`src/rtl/fetch_ctrl.sv`:
```
// fetch_ctrl: program-counter sequencing controller.
// Chooses the next PC and PC write enable from the run enable, the load-use
// stall, the data-memory stall and the branch redirect. A redirect that
// resolves while memory is stalled is held and applied on the first cycle
// after the stall, together with an IF/ID flush.
//
// Ports:
//   clk_i, rst_n_i      clock, asynchronous active-low reset
//   start_i             run enable; low forces idle
//   pc_cur_i            current PC register value
//   hazard_stall_i      load-use stall
//   mem_stall_i         data-memory stall (freezes the pipeline)
//   branch_taken_i      taken branch/jump resolved this cycle
//   branch_target_i     redirect target
//   pc_next_o           value to load into the PC
//   pc_write_o          PC load enable
//   flush_o             flush IF/ID this cycle
//   pending_o           a redirect is held
//   fetch_count_o       PC writes while running (wraps)
//   stall_count_o       memory-stall cycles (saturates)
module fetch_ctrl #(
  parameter logic [31:0] RESET_PC = 32'h0000_0000,
  parameter int          ILEN     = 4
) (
  input  logic        clk_i,
  input  logic        rst_n_i,
  input  logic        start_i,
  input  logic [31:0] pc_cur_i,
  input  logic        hazard_stall_i,
  input  logic        mem_stall_i,
  input  logic        branch_taken_i,
  input  logic [31:0] branch_target_i,
  output logic [31:0] pc_next_o,
  output logic        pc_write_o,
  output logic        flush_o,
  output logic        pending_o,
  output logic [31:0] fetch_count_o,
  output logic [15:0] stall_count_o
);

  typedef enum logic [1:0] {IDLE, RUN, HOLD} state_t;

  state_t      r_state;
  logic        r_pend;
  logic [31:0] r_ptgt;
  logic [31:0] r_fcnt;
  logic [15:0] r_scnt;

  logic        w_active;
  logic [31:0] w_seq;

  assign w_active = (r_state != IDLE);
  assign w_seq    = pc_cur_i + 32'(ILEN);

  // RUN and HOLD share one priority decision; HOLD only records that the
  // stall is in progress, the cycle it ends is decided like any RUN cycle.
  always_comb begin
    pc_next_o  = w_seq;
    pc_write_o = 1'b0;
    flush_o    = 1'b0;
    if (!w_active) begin
      pc_next_o = RESET_PC;
    end else if (mem_stall_i) begin
      pc_write_o = 1'b0;
    end else if (branch_taken_i) begin
      pc_next_o  = branch_target_i;
      pc_write_o = 1'b1;
      flush_o    = 1'b1;
    end else if (r_pend) begin
      pc_next_o  = r_ptgt;
      pc_write_o = 1'b1;
      flush_o    = 1'b1;
    end else if (hazard_stall_i) begin
      pc_write_o = 1'b0;
    end else begin
      pc_write_o = 1'b1;
    end
  end

  always_ff @(posedge clk_i or negedge rst_n_i) begin
    if (!rst_n_i) begin
      r_state <= IDLE;
      r_pend  <= 1'b0;
      r_ptgt  <= 32'h0;
      r_fcnt  <= 32'h0;
      r_scnt  <= 16'h0;
    end else begin
      case (r_state)
        IDLE: if (start_i) r_state <= RUN;
        RUN, HOLD: begin
          if (!start_i) begin
            // Leaving run discards any held redirect; counters keep value.
            r_state <= IDLE;
            r_pend  <= 1'b0;
          end else begin
            r_state <= mem_stall_i ? HOLD : RUN;
            if (mem_stall_i) begin
              if (r_scnt != 16'hFFFF) r_scnt <= r_scnt + 16'h1;
              if (branch_taken_i) begin
                r_pend <= 1'b1;
                r_ptgt <= branch_target_i;
              end
            end else if (branch_taken_i || r_pend) begin
              // Either the held target was applied or a live one superseded it.
              r_pend <= 1'b0;
            end
            if (pc_write_o) r_fcnt <= r_fcnt + 32'h1;
          end
        end
        default: r_state <= IDLE;
      endcase
    end
  end

  assign pending_o     = r_pend;
  assign fetch_count_o = r_fcnt;
  assign stall_count_o = r_scnt;

endmodule

```
`config.mk`:
```
export PLATFORM = sky130hd
export DESIGN_NAME = fetch_ctrl
export DESIGN_NICKNAME = d
export VERILOG_FILES = /design/src/rtl/fetch_ctrl.sv
export SDC_FILE = /design/constraint.sdc
export NUM_CORES = 1
export LEC_CHECK = 0
export ABC_AREA = 1
export BUFFER_PORTS_ARGS = -buffer_cell sky130_fd_sc_hd__buf_2
export CAP_MARGIN = 30
export CORE_MARGIN = 1
export CORE_UTILIZATION = 58
export DETAILED_ROUTE_END_ITERATION = 10
export PLACE_DENSITY = 0.95
export SLEW_MARGIN = 5
export SYNTH_ARGS = -nofsm -noshare
export SYNTH_HDL_FRONTEND = slang
export SYNTH_SLANG_ARGS = --single-unit
```
`constraint.sdc`:
```
create_clock -name clk_i -period 3.75 [get_ports clk_i]
set_input_delay 0.375 -clock clk_i [delete_from_list [all_inputs] [get_ports clk_i]]
set_output_delay 0.375 -clock clk_i [all_outputs]
set_load 0.03 [all_outputs]
```
==> impl_metrics.csv, run 1 <==
group,metric,value,unit
outcome,status,"complete, no violations",
sta,hold-worst-slack,0.223,ns
critical_path,rr_worst_depth,9,
grt,grt_max_degree,43,
power,leakage,3.63,nW
sta,slew-limit-headroom,48.6,%
sta,finalCriticalPeriod,2.87,ns
synth,syn_avg_cell_area,6.44,um^2
power,power.density,561,mW/mm^2
grt,grt_overflow,0,
clocking,cts.path.max_buffers,2,
synth,synth.area.top_cells,"dfrtp_1 (36%), nand2_1 (25%), nor2_1 (6.9%)",
drt,drt-pass1-iter-count,5,
synth,synthCells,893,
power,vdd_drop_max,387,uV
critical_path,max_stage_delay,0.42,ns
synth,ys_seq_elements,83,
synth,yosys.area.top_type,"dfrtp_1",
synth,synthMuxAreaShare,0,%
synth,synth_top_area_share,36.1,%
drt,via_per_inst,5.45,
synth,ys_seq_area_share,36.1,%
grt,antenna_found_initial,0,
drt,drt_wl_total,17100,um
synth,synth_compound_area_share,9.58,%
die,num_rows,35,
finish,fin_nets,1111,
clocking,root_buffer,"clkbuf_8",
grt,grt_pass1_wl,27400,um
clocking,cts.clk_slew.worst_paths,0.10,ns
drt,num_vias,6372,
finish,layout-drive-gt1-share,18.3,%
drt,route.detailed.drc,0,
grt,grt_usage,34.3,%
synth,async_flop_share,100,%
synth,synth_top_family_by_area,"simple AND/OR/NAND/NOR gates",
synth,ys_types,34,
sta,setup_tns,0,ns
critical_path,slowest_stage,"clkinv_1",
synth,yosysMostFrequentCell,"nand2_1",
critical_path,worstPathRequired,3.38,ns
place,place_congestion,0.978,
synth,synth-simple-area-share,39.8,%
sta,fin_crit_sh,76.6,%
synth,synth-xor-area-share,5.79,%
min_path,hp-start,"branch_target_i[8]",
finish,fin_util,72.2,%
synth,synth-edff-count,0,
die,dieArea,0.0103,mm^2
critical_path,critPathLaunchType,"register",
clocking,htreeDepth,3,
drt,drt_iter0_markers,445,
critical_path,rrSetupSlack,1.43,ns
drt,postRouteAntennaNets,0,
sta,maxSlewViolCount,0,
place,portBuffers,152,
synth,yosysWarningCount,0,
clocking,cts_tree,"built",
critical_path,worst-path-stages,8,
sta,skew,0.0232,ns
synth,synth_fa_ha_area_share,1.09,%
grt,grt_pass1_vias,5747,
clocking,cts_buffers,9,
critical_path,r2r_start,"stall_count_o[0]",
min_path,min_path_type,"in2reg",
critical_path,critPathTopFamily,"buffers and inverters",
synth,synthesis.area,0.00575,mm^2
critical_path,crit_buf_inv,4,
power,power,3.82,mW
place,place_hpwl,13000,um
critical_path,rr_endpoint,"stall_count_o[5]",
clocking,ctsHoldBuffers,1,
critical_path,cp_max_fo,19,
clocking,postCtsSetupRepairBufs,0,
critical_path,critical_path_class,"reg2out",
sta,max_slew.worst_pin.slew,0.769,ns
clocking,cts_resized,0,
die,start_util,61.0,%
die,die_h,102,um
synth,synth_flop_cell,"dfrtp_1",
finish,area_growth,18.4,%
sta,max_freq,348,MHz
die,chipWidth,102,um
clocking,worstSkewPairLatency,0.38,ns
die,io_pins,153,
sta,rsz0062_at_grt,"no",
sta,hold_viol_final,0,
critical_path,crit_path_end_kind,"output pin",
min_path,whs_path_depth,3,
synth,synth_common_cells,"nand2_1 (376), nor2_1 (106), dfrtp_1 (83), inv_1 (73), nand3_1 (35)",
min_path,worstHoldEndpoint,"r_ptgt[8]",
clocking,cts_num_sinks,83,
sta,setup_viol_count_final,0,
run,maxCapViolCount,0,
die,core,0.00942,mm^2
finish,n_antenna_cell,0,
critical_path,worstPathCellList,"inv_1, ha_1, buf_4, clkinv_1, nand2_1, nor2_1, a22o_1, buf_2",
critical_path,arrival,2.50,ns
synth,syn_nets,968,
drt,wl_per_cell,14.6,um
[layout by cell type, fill, tap and decap left out, types with 2 or more instances in the layout]
cell,count
nor3_1,9
nand3_1,35
buf_2,151
inv_8,3
clkinv_1,2
dfrtp_1,83
nand4_1,11
nor3_2,2
nor2_1,106
o21ai_1,11
ha_1,5
buf_4,5
o22ai_1,29
nor2_2,5
nand3b_1,11
clkbuf_8,9
xor2_1,23
o21ai_0,21
a21oi_1,33
inv_1,73
clkinv_4,2
nand2_1,376
xnor2_1,15
inv_2,7
[state kept, by name, summed over array words and instances (netlist names)]
| name | flops |
|---|---|
| stall_count_o | 16 |
| r_ptgt | 32 |
| r_state | 2 |
| fetch_count_o | 32 |
| pending_o | 1 |
[worst reg2reg max path: cells and delay by family (launching register included)]
family / cells / cell delay (ns)
flip-flops: 1 / 0.43
buffers and inverters: 2 / 0.50
adder cells (fa/ha/maj): 1 / 0.27
AND/OR/NAND/NOR: 6 / 1.06
[cell families (layout without fill, tap and decap cells)]
logic type	Yosys count	after routing
fa+ha+maj	5	5
compound gates	99	99
xor+xnor	38	38
flops	83	83
simple gates	560	560
buf+inv	108	256
[power breakdown]
part	internal [mW]	leakage, nW	switching [mW]	total (mW)
Clock	0.265	0.103	0.397	0.662
Sequential	1.15	1.08	0.194	1.35
Combinational	0.530	2.44	1.28	1.81
Total	1.95	3.63	1.87	3.82
[final cells by class]
class | count | area [um^2]
clock buffers | 9 | 124
well taps | 129 | 161
fillers | 812 | 2610
multi-input cells | 702 | 3230
inverters | 82 | 308
clock inverters | 7 | 76.3
repair buffers | 158 | 823
flip-flops and latches | 83 | 2080
[through the flow]
| step | setup slack [ns] | cell area [um^2] | cells |
|---|---|---|---|
| final | 0.879 | 6800 | 1170 |
| after global routing | 0.720 | 6800 | 1170 |
| after CTS | 0.892 | 6800 | 1170 |
| after detailed placement | 1.17 | 6590 | 1153 |
| after global placement | 1.18 | 6570 | 1152 |
| after floorplan | 1.50 | 5750 | 893 |
[layer usage]
layer | part of all wire (%) | vias to the layer above | global-route usage, % | routed length, um
met3 | 8.8 | 41 | 5.18 | 1500
met4 | 2.5 | 0 | 13.0 | 423
met5 | 0 | - | 0 | 0
met2 | 46 | 337 | 53.2 | 7870
met1 | 43 | 2887 | 48.7 | 7340
li1 | - | 3107 | - | -
[worst max path at each step]
stage / from / to / slack (ns)
2_1_floorplan: branch_taken_i / pc_next_o[2] / 1.50
3_3_place_gp: branch_taken_i / pc_next_o[12] / 1.18
3_5_place_dp: branch_taken_i / pc_next_o[13] / 1.17
4_1_cts: r_state[0] / pc_next_o[6] / 0.89
5_1_grt: r_state[0] / pc_next_o[6] / 0.72
6_report: r_state[0] / pc_next_o[6] / 0.88
Note: power is estimated with default switching activity, not from simulation.
==> inputs of run 2 (changes only) <==
--- a/config.mk
+++ b/config.mk
@@ -9,9 +9,9 @@
 export BUFFER_PORTS_ARGS = -buffer_cell sky130_fd_sc_hd__buf_2
 export CAP_MARGIN = 30
 export CORE_MARGIN = 1
-export CORE_UTILIZATION = 58
+export CORE_UTILIZATION = 54
 export DETAILED_ROUTE_END_ITERATION = 10
-export PLACE_DENSITY = 0.95
+export PLACE_DENSITY = 0.91
 export SLEW_MARGIN = 5
 export SYNTH_ARGS = -nofsm -noshare
 export SYNTH_HDL_FRONTEND = slang
==> constraint.sdc (replaced) <==
create_clock -name clk_i -period 2.75 [get_ports clk_i]
set_input_delay 0.275 -clock clk_i [delete_from_list [all_inputs] [get_ports clk_i]]
set_output_delay 0.275 -clock clk_i [all_outputs]
set_load 0.03 [all_outputs]
==> run 2 against run 1 <==
Effect of this change:
- highest routed layer unchanged
- die area is 7.3% higher
- clock power is 39% higher
- cell area is 0.96% higher
- sequential share of layout area is 0.29 points lower
- clock skew is 0.0089 ns lower
==> impl_metrics.csv, run 2 (synthesized netlist as in run 1, its figures left out) <==
group,metric,value,unit
outcome,status,"complete, no violations",
sta,maxSlewViolCount,0,
finish,layout-drive-gt1-share,18.7,%
power,power,5.20,mW
finish,fin_cells,1184,
sta,hold-worst-slack,0.136,ns
critical_path,cp_max_fo,19,
sta,slew-limit-headroom,56.8,%
power,power.density,758,mW/mm^2
sta,rsz0062_at_grt,"no",
sta,setup_tns,0,ns
critical_path,critical_path_class,"reg2out",
drt,num_vias,6303,
drt,route.detailed.drc,0,
die,io_pins,153,
sta,fin_crit_sh,90.2,%
finish,fin_util,66.5,%
critical_path,worstPathCellList,"inv_1, ha_1, clkinv_1, nand2_1, nor2_1, a22o_1, buf_2",
sta,hold_viol_final,0,
die,dieArea,0.0111,mm^2
power,leakage,3.65,nW
grt,grt_pass1_wl,26300,um
run,maxCapViolCount,0,
sta,max_slew.worst_pin.slew,0.643,ns
clocking,htreeDepth,3,
sta,finalCriticalPeriod,2.48,ns
die,chipWidth,105,um
critical_path,arrival,2.21,ns
sta,setup_viol_count_final,0,
grt,grt_overflow,0,
critical_path,critPathTopFamily,"buffers and inverters",
clocking,cts_num_sinks,83,
critical_path,worstPathRequired,2.48,ns
die,start_util,55.7,%
critical_path,crit_path_end_kind,"output pin",
critical_path,slowest_stage,"clkinv_1",
die,num_rows,37,
finish,n_fill_cell,908,
finish,fin_nets,1116,
drt,postRouteAntennaNets,0,
place,portBuffers,152,
critical_path,crit_buf_inv,3,
finish,layout_commonest_cell,"nand2_1",
clocking,cts.path.max_buffers,2,
drt,drt_iter0_markers,663,
grt,antenna_found_initial,1,
finish,multiInputGateArea,0.00323,mm^2
sta,max_freq,403,MHz
grt,grt_usage,29.8,%
place,placed_cells_incl_taps,1165,
place,place_hpwl,12500,um
critical_path,critPathLaunchType,"register",
drt,via_per_inst,5.32,
die,core,0.0103,mm^2
drt,wl_per_cell,13.6,um
clocking,cts_tree,"built",
drt,drt_wl_total,16100,um
finish,regArea,0.00208,mm^2
clocking,worstSkewPairLatency,0.36,ns
clocking,cts.clk_slew.worst_paths,0.09,ns
critical_path,max_stage_delay,0.45,ns
min_path,min_path_type,"in2reg",
finish,final_cell_mix,"nand2_1 (376), buf_2 (151), nor2_1 (106), dfrtp_1 (83), inv_1 (73)",
finish,area_growth,19.5,%
place,place_congestion,0.988,
drt,drt-pass1-iter-count,7,
clocking,root_buffer,"clkbuf_8",
die,die_h,105,um
power,vdd_drop_max,436,uV
sta,skew,0.0143,ns
grt,grt_pass1_vias,5556,
clocking,cts_buffers,9,
grt,grt_max_degree,61,
clocking,cts_resized,0,
[run 2: cell count changes in the layout (fill, tap and decap cells not counted)]
| cell | delta |
|---|---|
| clkinvlp_4 | +2 |
| buf_12 | -1 |
| buf_4 | +5 |
| inv_6 | +1 |
| clkinv_8 | -1 |
| clkinv_4 | -1 |
| buf_16 | +1 |
| inv_8 | -2 |
| bufinv_16 | +1 |
| diode_2 | +2 |
[run 2: what timing repair did]
| action | in CTS | in global routing |
|---|---|---|
| buffers inserted | 0 | 0 |
| hold endpoints to repair | 23 | 0 |
| hold buffers | 1 | 0 |
[run 2: layout make-up]
class                      instances  area share, %
clock buffer                       9           1.80
inverter                          82           4.48
timing repair buffer             163           12.6
antenna                            2         0.0729
multi-input combinational        702           47.1
tap                              136           2.48
sequential                        83           30.2
clock inverter                     7           1.20
[run 2: worst paths after layout]
| check | to | slack, ns | cells past startpoint | startpoint |
|---|---|---|---|---|
| hold reg to reg | r_ptgt[28] | 0.48 | 2 | r_ptgt[28] |
| setup / recovery | pc_next_o[6] | 0.27 | 7 | r_state[0] |
| min in group asynchronous | fetch_count_o[9] | 0.34 | 2 | rst_n_i |
| hold / removal | r_ptgt[9] | 0.14 | 3 | branch_target_i[9] |
| max in group asynchronous | r_ptgt[28] | 1.80 | 3 | rst_n_i |
| setup reg to reg | fetch_count_o[22] | 0.76 | 11 | r_state[0] |
[run 2: routing by layer]
layer | GRT usage [%] | wire length [um] | vias to the layer above
met5 | 0 | 0 | -
met4 | 12.1 | 415 | 0
met3 | 5.55 | 1410 | 42
met2 | 46.4 | 7240 | 313
met1 | 40.8 | 7080 | 2829
li1 | - | - | 3119
[run 2: stage by stage]
step	area, um^2	setup WS (ns)
5_1_grt	6860	0.115
2_1_floorplan	5750	0.703
6_report	6870	0.269
3_5_place_dp	6650	0.671
3_3_place_gp	6620	0.766
4_1_cts	6860	0.265
[run 2: worst reg2reg max path: cells and delay by family, from the launching register on]
kind	cells	cell delay, ns
flops	1	0.36
fa+ha+maj	1	0.27
buf+inv	3	0.53
simple gates	7	0.72
[run 2: where the power goes]
part	total [mW]	switching, mW	internal (mW)
combinational	2.45	1.71	0.738
sequential	1.83	0.260	1.57
clock	0.920	0.486	0.434
total	5.20	2.46	2.74
